**config.mk**
```make
export PLATFORM = sky130hd
export DESIGN_NAME = bg_pixel_fifo
export DESIGN_NICKNAME = d
export VERILOG_FILES = /design/src/rtl/bg_pixel_fifo.sv
export SDC_FILE = /design/constraint.sdc
export NUM_CORES = 1
export LEC_CHECK = 0
export CORE_ASPECT_RATIO = 1.2
export CORE_MARGIN = 2
export CORE_UTILIZATION = 52
export DETAILED_ROUTE_END_ITERATION = 12
export GPL_TIMING_DRIVEN = 0
export PLACE_DENSITY = 0.88
export SLEW_MARGIN = 15
export SYNTH_ARGS = -nofsm -noshare
export SYNTH_HDL_FRONTEND = slang
export SYNTH_SLANG_ARGS = --single-unit
```
**constraint.sdc**
```tcl
create_clock -name clk_in -period 3.7 [get_ports clk_in]
set_input_delay 0.74 -clock clk_in [delete_from_list [all_inputs] [get_ports clk_in]]
set_output_delay 0.74 -clock clk_in [all_outputs]
set_load 0.03 [all_outputs]
```
**src/rtl/bg_pixel_fifo.sv**
```systemverilog
// Background pixel FIFO: accepts 8-pixel pushes from the background fetcher
// on the rising edge of its valid level, and shifts one colour index per
// T-cycle toward the pixel mixer, silently dropping the first SCX mod 8
// pixels of each scanline.
module bg_pixel_fifo #(
  parameter int DEPTH = 16
) (
  input  logic            clk_in,
  input  logic            rst_in,
  input  logic            tclk_in,
  input  logic            line_start_in,
  input  logic [7:0]      SCX_in,
  input  logic            push_valid_in,
  input  logic [7:0][1:0] push_pixels_in,
  input  logic            stall_in,
  output logic            empty_out,
  output logic            ready_out,
  output logic [4:0]      count_out,
  output logic [1:0]      pixel_out,
  output logic            pixel_valid_out,
  output logic            overflow_out
);

  localparam int PTR_W = $clog2(DEPTH);
  localparam int CNT_W = $clog2(DEPTH + 1);

  logic [DEPTH-1:0][1:0] mem_q, mem_d;
  logic [PTR_W-1:0]      rptr_q, rptr_d;
  logic [PTR_W-1:0]      wptr_q, wptr_d;
  logic [CNT_W-1:0]      count_q, count_d;
  logic [2:0]            discard_q, discard_d;
  logic                  push_prev_q, push_prev_d;
  logic [1:0]            pixel_q, pixel_d;
  logic                  pixel_valid_q, pixel_valid_d;
  logic                  overflow_q, overflow_d;

  logic push_edge;
  logic push_ok;
  logic pop;
  logic unused_scx_hi;

  // Only the fine-scroll bits matter; the coarse scroll is handled by the fetcher.
  assign unused_scx_hi = ^SCX_in[7:3];

  assign empty_out       = (count_q == '0);
  assign ready_out       = (count_q <= CNT_W'(DEPTH - 8));
  assign count_out       = count_q;
  assign pixel_out       = pixel_q;
  assign pixel_valid_out = pixel_valid_q;
  assign overflow_out    = overflow_q;

  // Push is a rising edge of the fetcher's valid level; pop uses the
  // registered count, so freshly pushed pixels wait for the next T-cycle.
  assign push_edge = push_valid_in & ~push_prev_q;
  assign push_ok   = push_edge & ready_out & ~line_start_in;
  assign pop       = tclk_in & ~stall_in & (count_q != '0) & ~line_start_in;

  // Write the 8 pushed pixels into the slots wptr..wptr+7 (mod DEPTH).
  always_comb begin
    logic [PTR_W-1:0] slot_off;
    // NOTE: every combinational output gets a default first so no path
    // leaves it unassigned and a latch is never inferred.
    mem_d    = mem_q;
    slot_off = '0;
    if (push_ok) begin
      for (int j = 0; j < DEPTH; j++) begin
        slot_off = PTR_W'(j) - wptr_q;
        // Offset below 8 means this slot lies inside the push window.
        if (!slot_off[PTR_W-1]) mem_d[j] = push_pixels_in[slot_off[PTR_W-2:0]];
      end
    end
  end

  // Pixel storage.
  always_ff @(posedge clk_in) begin
    // NOTE: the buffer has no reset; count and pointers alone decide which
    // slots are meaningful, so stale contents are never observed.
    mem_q <= mem_d;
  end

  // Next-state for occupancy, pointers, discard counter and output pixel.
  always_comb begin
    push_prev_d   = push_valid_in;
    rptr_d        = rptr_q;
    wptr_d        = wptr_q;
    count_d       = count_q;
    discard_d     = discard_q;
    pixel_d       = pixel_q;
    pixel_valid_d = 1'b0;
    overflow_d    = overflow_q;

    if (line_start_in) begin
      // New scanline wins over any coincident push or pop.
      rptr_d     = '0;
      wptr_d     = '0;
      count_d    = '0;
      discard_d  = SCX_in[2:0];
      overflow_d = 1'b0;
    end else begin
      if (pop) begin
        rptr_d = rptr_q + 1'b1;
        if (discard_q != '0) begin
          discard_d = discard_q - 1'b1;
        end else begin
          pixel_d       = mem_q[rptr_q];
          pixel_valid_d = 1'b1;
        end
      end
      if (push_ok) wptr_d = wptr_q + PTR_W'(8);
      if (push_edge && !ready_out) overflow_d = 1'b1;
      count_d = count_q + (push_ok ? CNT_W'(8) : '0) - (pop ? CNT_W'(1) : '0);
    end
  end

  // Control state registers.
  always_ff @(posedge clk_in or posedge rst_in) begin
    if (rst_in) begin
      push_prev_q   <= 1'b0;
      rptr_q        <= '0;
      wptr_q        <= '0;
      count_q       <= '0;
      discard_q     <= '0;
      pixel_q       <= '0;
      pixel_valid_q <= 1'b0;
      overflow_q    <= 1'b0;
    end else begin
      // NOTE: non-blocking assignments so every register samples the
      // pre-edge values, independent of statement order.
      push_prev_q   <= push_prev_d;
      rptr_q        <= rptr_d;
      wptr_q        <= wptr_d;
      count_q       <= count_d;
      discard_q     <= discard_d;
      pixel_q       <= pixel_d;
      pixel_valid_q <= pixel_valid_d;
      overflow_q    <= overflow_d;
    end
  end

endmodule
```
Yosys cells after proc, flatten, opt, wreduce, memory -nomap -nowiden
Cells that the tools add are included.
{ "totals": {"reg_bits": 53, "output_inout_bits": 11} }
{ "classes": {"addsub": 21, "magnitude_cmp": 18, "muxes": 49, "n_bitwise": 26, "n_reduce_logical": 27} }
{ "op_table": {"columns": ["operator", "n"], "rows": [
  ["$bmux W2 S3", 16],
  ["$lt A3 B4 Y1 const B", 16],
  ["$mux W2", 17],
  ["$reduce_and A2 Y1", 17],
  ["$sub A4 B4 Y4 const A", 8],
  ["$mux W4", 5],
  ["$not A1 Y1", 20],
  ["$sub A3 B4 Y4 const A", 4],
  ["$mux W3", 3],
  ["$bmux W2 S4", 1],
  ["$reduce_bool A2 Y1", 4],
  ["$sub A1 B4 Y4 const A", 2],
  ["$sub A2 B4 Y4 const A", 2],
  ["$and A1 B1 Y1", 6],
  ["$mux W1", 6],
  ["$add A5 B4 Y5", 1],
  ["$le A5 B4 Y1 const B", 1],
  ["$logic_not A5 Y1", 1],
  ["$lt A4 B5 Y1 const B", 1],
  ["$mux W5", 1],
  ["$reduce_bool A5 Y1", 1],
  ["$sub A5 B1 Y5", 1],
  ["$add A4 B1 Y4 const B", 1],
  ["$add A4 B4 Y4 const B", 1],
  ["other kinds (5)", 5]
]} }

Logic depth before layout (Yosys ltp)
{ "logic_depth": {"depth_word": 8, "depth_mapped": 11} }

Worst setup path after synthesis
No wires, ideal clock.
{ "synth_path": {"path_kind": "reg-to-reg", "start": "register count_q[2], in the netlist count_out[2]", "end": "register mem_q[0] (netlist name) (enable)", "setup_time_ns": 0.388, "arrival_time_ns": 2.166, "slack_ns": 1.145, "path_stages_with_launch": 6, "synth_period_minus_slack_ns": 2.555, "path_cell_list": "dfrtp_1 > or3_1 > buf_2 > a211oi_2 > nand2b_1 > nor2_1"} }
{ "synth_via": {"elab_chain_cells": 4} }
{ "synth_rtl": {"columns": ["item", "line", "source"], "rows": [
  ["start: declaration", "30", "logic [CNT_W-1:0] count_q, count_d;"],
  ["start signal: assignment", "132", "count_q <= count_d;"],
  ["$le A5 B4 Y1", "46", "assign ready_out = (count_q <= CNT_W'(DEPTH - 8));"],
  ["$and A1 B1 Y1 (2 in series)", "55", "assign push_ok = push_edge & ready_out & ~line_start_in;"],
  ["$reduce_and A2 Y1 (no source line)", null, null],
  ["end signal: assignment", "78", "mem_q <= mem_d;"],
  ["end: declaration", "27", "logic [DEPTH-1:0][1:0] mem_q, mem_d;"]
]} }
Every way passes these cells.
A chain may end at the register's enable or synchronous reset.

Final worst setup path
{ "layout_path": {"start": "input line_start_in", "end": "register count_q[3], in the netlist count_out[3]"} }
{ "layout_via": {"elab_chain_cells": 6, "elab_cells_between_ends": 8, "classes_between": "add/sub: 2; mux: 3; bitwise: 3"} }
{ "layout_rtl": {"columns": ["item", "line", "source"], "rows": [
  ["start: declaration", "11", "input logic line_start_in,"],
  ["$not A1 Y1 (no source line)", null, null],
  ["$and A1 B1 Y1", "55", null],
  ["$mux W4", "111", "count_d = count_q + (push_ok ? CNT_W'(8) : '0) - (pop ? CNT_W'(1) : '0);"],
  ["$add A5 B4 Y5", "111", null],
  ["$sub A5 B1 Y5", "111", null],
  ["$mux W5 (*)", "92", "if (line_start_in) begin"],
  ["named net count_d[3]", "30", null]
]} }
Mark *: on every way through the listed nets, which the timed path passes. The rest lies on a longest branch.

==> impl_metrics.json <==
{
  "drive_above_1_share_pct": 14.14,
  "crit_fanout": 10,
  "rows": 26,
  "netlist_area_mm2": 0.002226,
  "required_ns": 3.89,
  "setup_slack_ns": 0.6872,
  "cp-start-kind": "input port",
  "vias_per_cell": 5.267,
  "clock.fmax_mhz": 331.9,
  "ys.flop_type": "edfxtp_1",
  "utilization_pct": 65.50,
  "num-fill-cells": 295,
  "syn-num-nets": 187,
  "synth_top_cells_by_count": "edfxtp_1 (32), dfrtp_1 (18), nor2_1 (16)",
  "min-delay-path-class": "reg2reg",
  "max_stage_delay_ns": 0.53,
  "final.setup.tns_ns": 0,
  "cts_resized": 0,
  "setup_violations": 0,
  "h-tree-depth": 2,
  "gp_congestion": 0.8121,
  "synthArstFlopShare_pct": 36.00,
  "grt.overflow.total": 0,
  "cts_buffer_depth": 2,
  "ys_seq_elements": 50,
  "synth_top_area_cell": "edfxtp_1",
  "die-area_mm2": 0.004822,
  "crit_path_end_kind": "flip-flop",
  "grt_pass1_wl_um": 5892,
  "cts_tree": "done",
  "ctsHoldBuffers": 0,
  "worst_pin_slew_ns": 0.8093,
  "power.density_mw_per_mm2": 542.8,
  "synthTopCellsByArea": "edfxtp_1 (43%), dfrtp_1 (20%), mux4_2 (5.1%), ha_1 (4.5%), mux4_1 (3.5%)",
  "start_util_pct": 53.04,
  "instances_no_fill": 247,
  "syn_to_final_growth_pct": 23.50,
  "synth_area_per_cell_um2": 15.04,
  "yosysTopAreaCellShare_pct": 43.17,
  "numCtsBuffers": 5,
  "p_total_mw": 1.492,
  "grt_pass1_vias": 1293,
  "clock_sinks": 50,
  "period_share_pct": 81.43,
  "clock-skew-final_ns": 0.009377,
  "die_height_um": 75.67,
  "clkTransAtPathRegs_ns": 0.09,
  "antenna_found_initial": 0,
  "synth-edff-count": 32,
  "worst-setup-path-type": "in2reg",
  "ioPinCount": 41,
  "drc": 0,
  "post_cts_buffers": 0,
  "rsz0062_at_grt": "false",
  "track_usage_pct": 17.00,
  "cp_slowest_cell": "clkdlybuf4s50_1",
  "core_area_mm2": 0.004197,
  "drt_pre_antenna_iters": 4,
  "hold_viol_final": 0,
  "dp_cells": 239,
  "crit_chain": "clkdlybuf4s50_1 > clkbuf_1 > clkbuf_1 > nor2_1 > ha_1 > inv_1 > ha_1 > inv_1 > fa_1 > xor2_1 > nor2_1",
  "hpwlAfterDp_um": 2809,
  "final_max_slew_viol_count": 0,
  "num_antenna_cells": 0,
  "fin_crit_ns": 3.013,
  "ys_warn_count": 0,
  "synthCells": 148,
  "wl_per_cell_um": 15.28,
  "dieWidth_um": 63.73,
  "vias": 1301,
  "cts_root_buffer": "clkbuf_8",
  "ys_seq_area_share_pct": 63.41,
  "dp_slack_ns": 0.3808,
  "ant_nets": 0,
  "port_buffers": 35,
  "peakVddDrop_mv": 0.3265,
  "status": "completed",
  "clock_latency_ns": 0.31,
  "multi_input_area_um2": 738.2,
  "wirelength_um": 3775,
  "yosysUniqueCellTypes": 36,
  "drtIter0Drc": 38,
  "drv_cap": 0,
  "leakage_nw": 1.070,
  "fin_nets": 229,
  "register_area_mm2": 0.001411,
  "slew_headroom_pct": 45.99,
  "grt_max_degree": 19,
  "worst_ep_arrival_time_ns": 3.20,
  "synthMostInstantiatedCell": "edfxtp_1"
}
worst paths after layout:
| check | startpoint | to | slack [ns] | depth (start not counted) |
|---|---|---|---|---|
| min reg2reg | pixel_out[0]$_DFFE_PP0P_ | pixel_out[0]$_DFFE_PP0P_ | 0.53 | 1 |
| min | pixel_out[0]$_DFFE_PP0P_ | pixel_out[0]$_DFFE_PP0P_ | 0.53 | 1 |
| min in group asynchronous | rst_in | discard_q[0]$_DFFE_PP0P_ | 0.83 | 2 |
| max in group asynchronous | rst_in | pixel_valid_out$_DFF_PP0_ | 2.44 | 2 |
| max reg2reg | count_out[2]$_DFF_PP0_ | count_out[4]$_DFF_PP0_ | 1.07 | 10 |
| max | line_start_in | count_out[3]$_DFF_PP0_ | 0.69 | 11 |
worst max-delay path: cells and delay by family:
family	cells	cell delay [ns]
fa+ha+maj	3	0.73
buf+inv	5	1.38
xor+xnor	1	0.18
simple gates	2	0.16
cell families (layout without fill, tap and decap cells):
group,Yosys count,in the layout,share of synthesized area (%)
buffers and inverters,18,61,3.654
adder cells (fa/ha/maj),9,9,5.397
AO/OA/AOI/OAI,17,17,5.508
multiplexers,14,14,11.75
flip-flops,50,50,63.41
AND/OR/NAND/NOR,32,32,7.139
XOR/XNOR,8,8,3.148
report_power, final:
group	switching, mW	internal [mW]	leakage, nW
Clock	0.191	0.140	0.0502
Combinational	0.249	0.219	0.493
Sequential	0.0424	0.651	0.527
Total	0.483	1.01	1.07
area by class of cell:
cell class                 instances  share of cell area (%)
buffer                             6                   1.320
multi-input combinational         80                   26.85
inverter                          12                   1.639
timing repair buffer              35                   12.74
clock inverter                     3                   1.047
sequential                        50                   51.34
clock buffer                       5                   2.503
tap                               56                   2.549
state kept, by name (all words and copies together), names as in the netlist:
register	cells
wptr_q	1
count_out	5
rptr_q	4
pixel_out	2
pixel_valid_out	1
mem_q	32
overflow_out	1
push_prev_q	1
discard_q	3
metal layers:
layer | vias to the layer above | track usage, % | share of wire [%]
met1 | 639 | 18.44 | 39
met2 | 33 | 31.11 | 55
met5 | - | 0 | 0
li1 | 622 | - | -
met4 | 0 | 8.696 | 2.0
met3 | 7 | 4.579 | 4.2
layout by cell type, fill, tap and decap left out, types with 3 or more instances in the layout:
cell type and instances:
a21oi_1 4, clkbuf_8 5, clkdlybuf4s50_1 35, dfrtp_1 18, edfxtp_1 32, ha_1 8
inv_1 12, mux2i_1 4, mux4_1 3, mux4_2 5, nand2_1 4, nor2_1 14
nor2b_1 3, o211ai_1 3, xnor2_1 5, xor2_1 3
metrics by stage:
step           cell area [um^2]  hold WS, ns
2_1_floorplan              2226       0.5316
3_3_place_gp               2646       0.5006
3_5_place_dp               2646       0.5105
4_1_cts                    2744       0.5313
5_1_grt                    2749       0.5524
6_report                   2749       0.5278
Power figures use the tool's default switching activity.
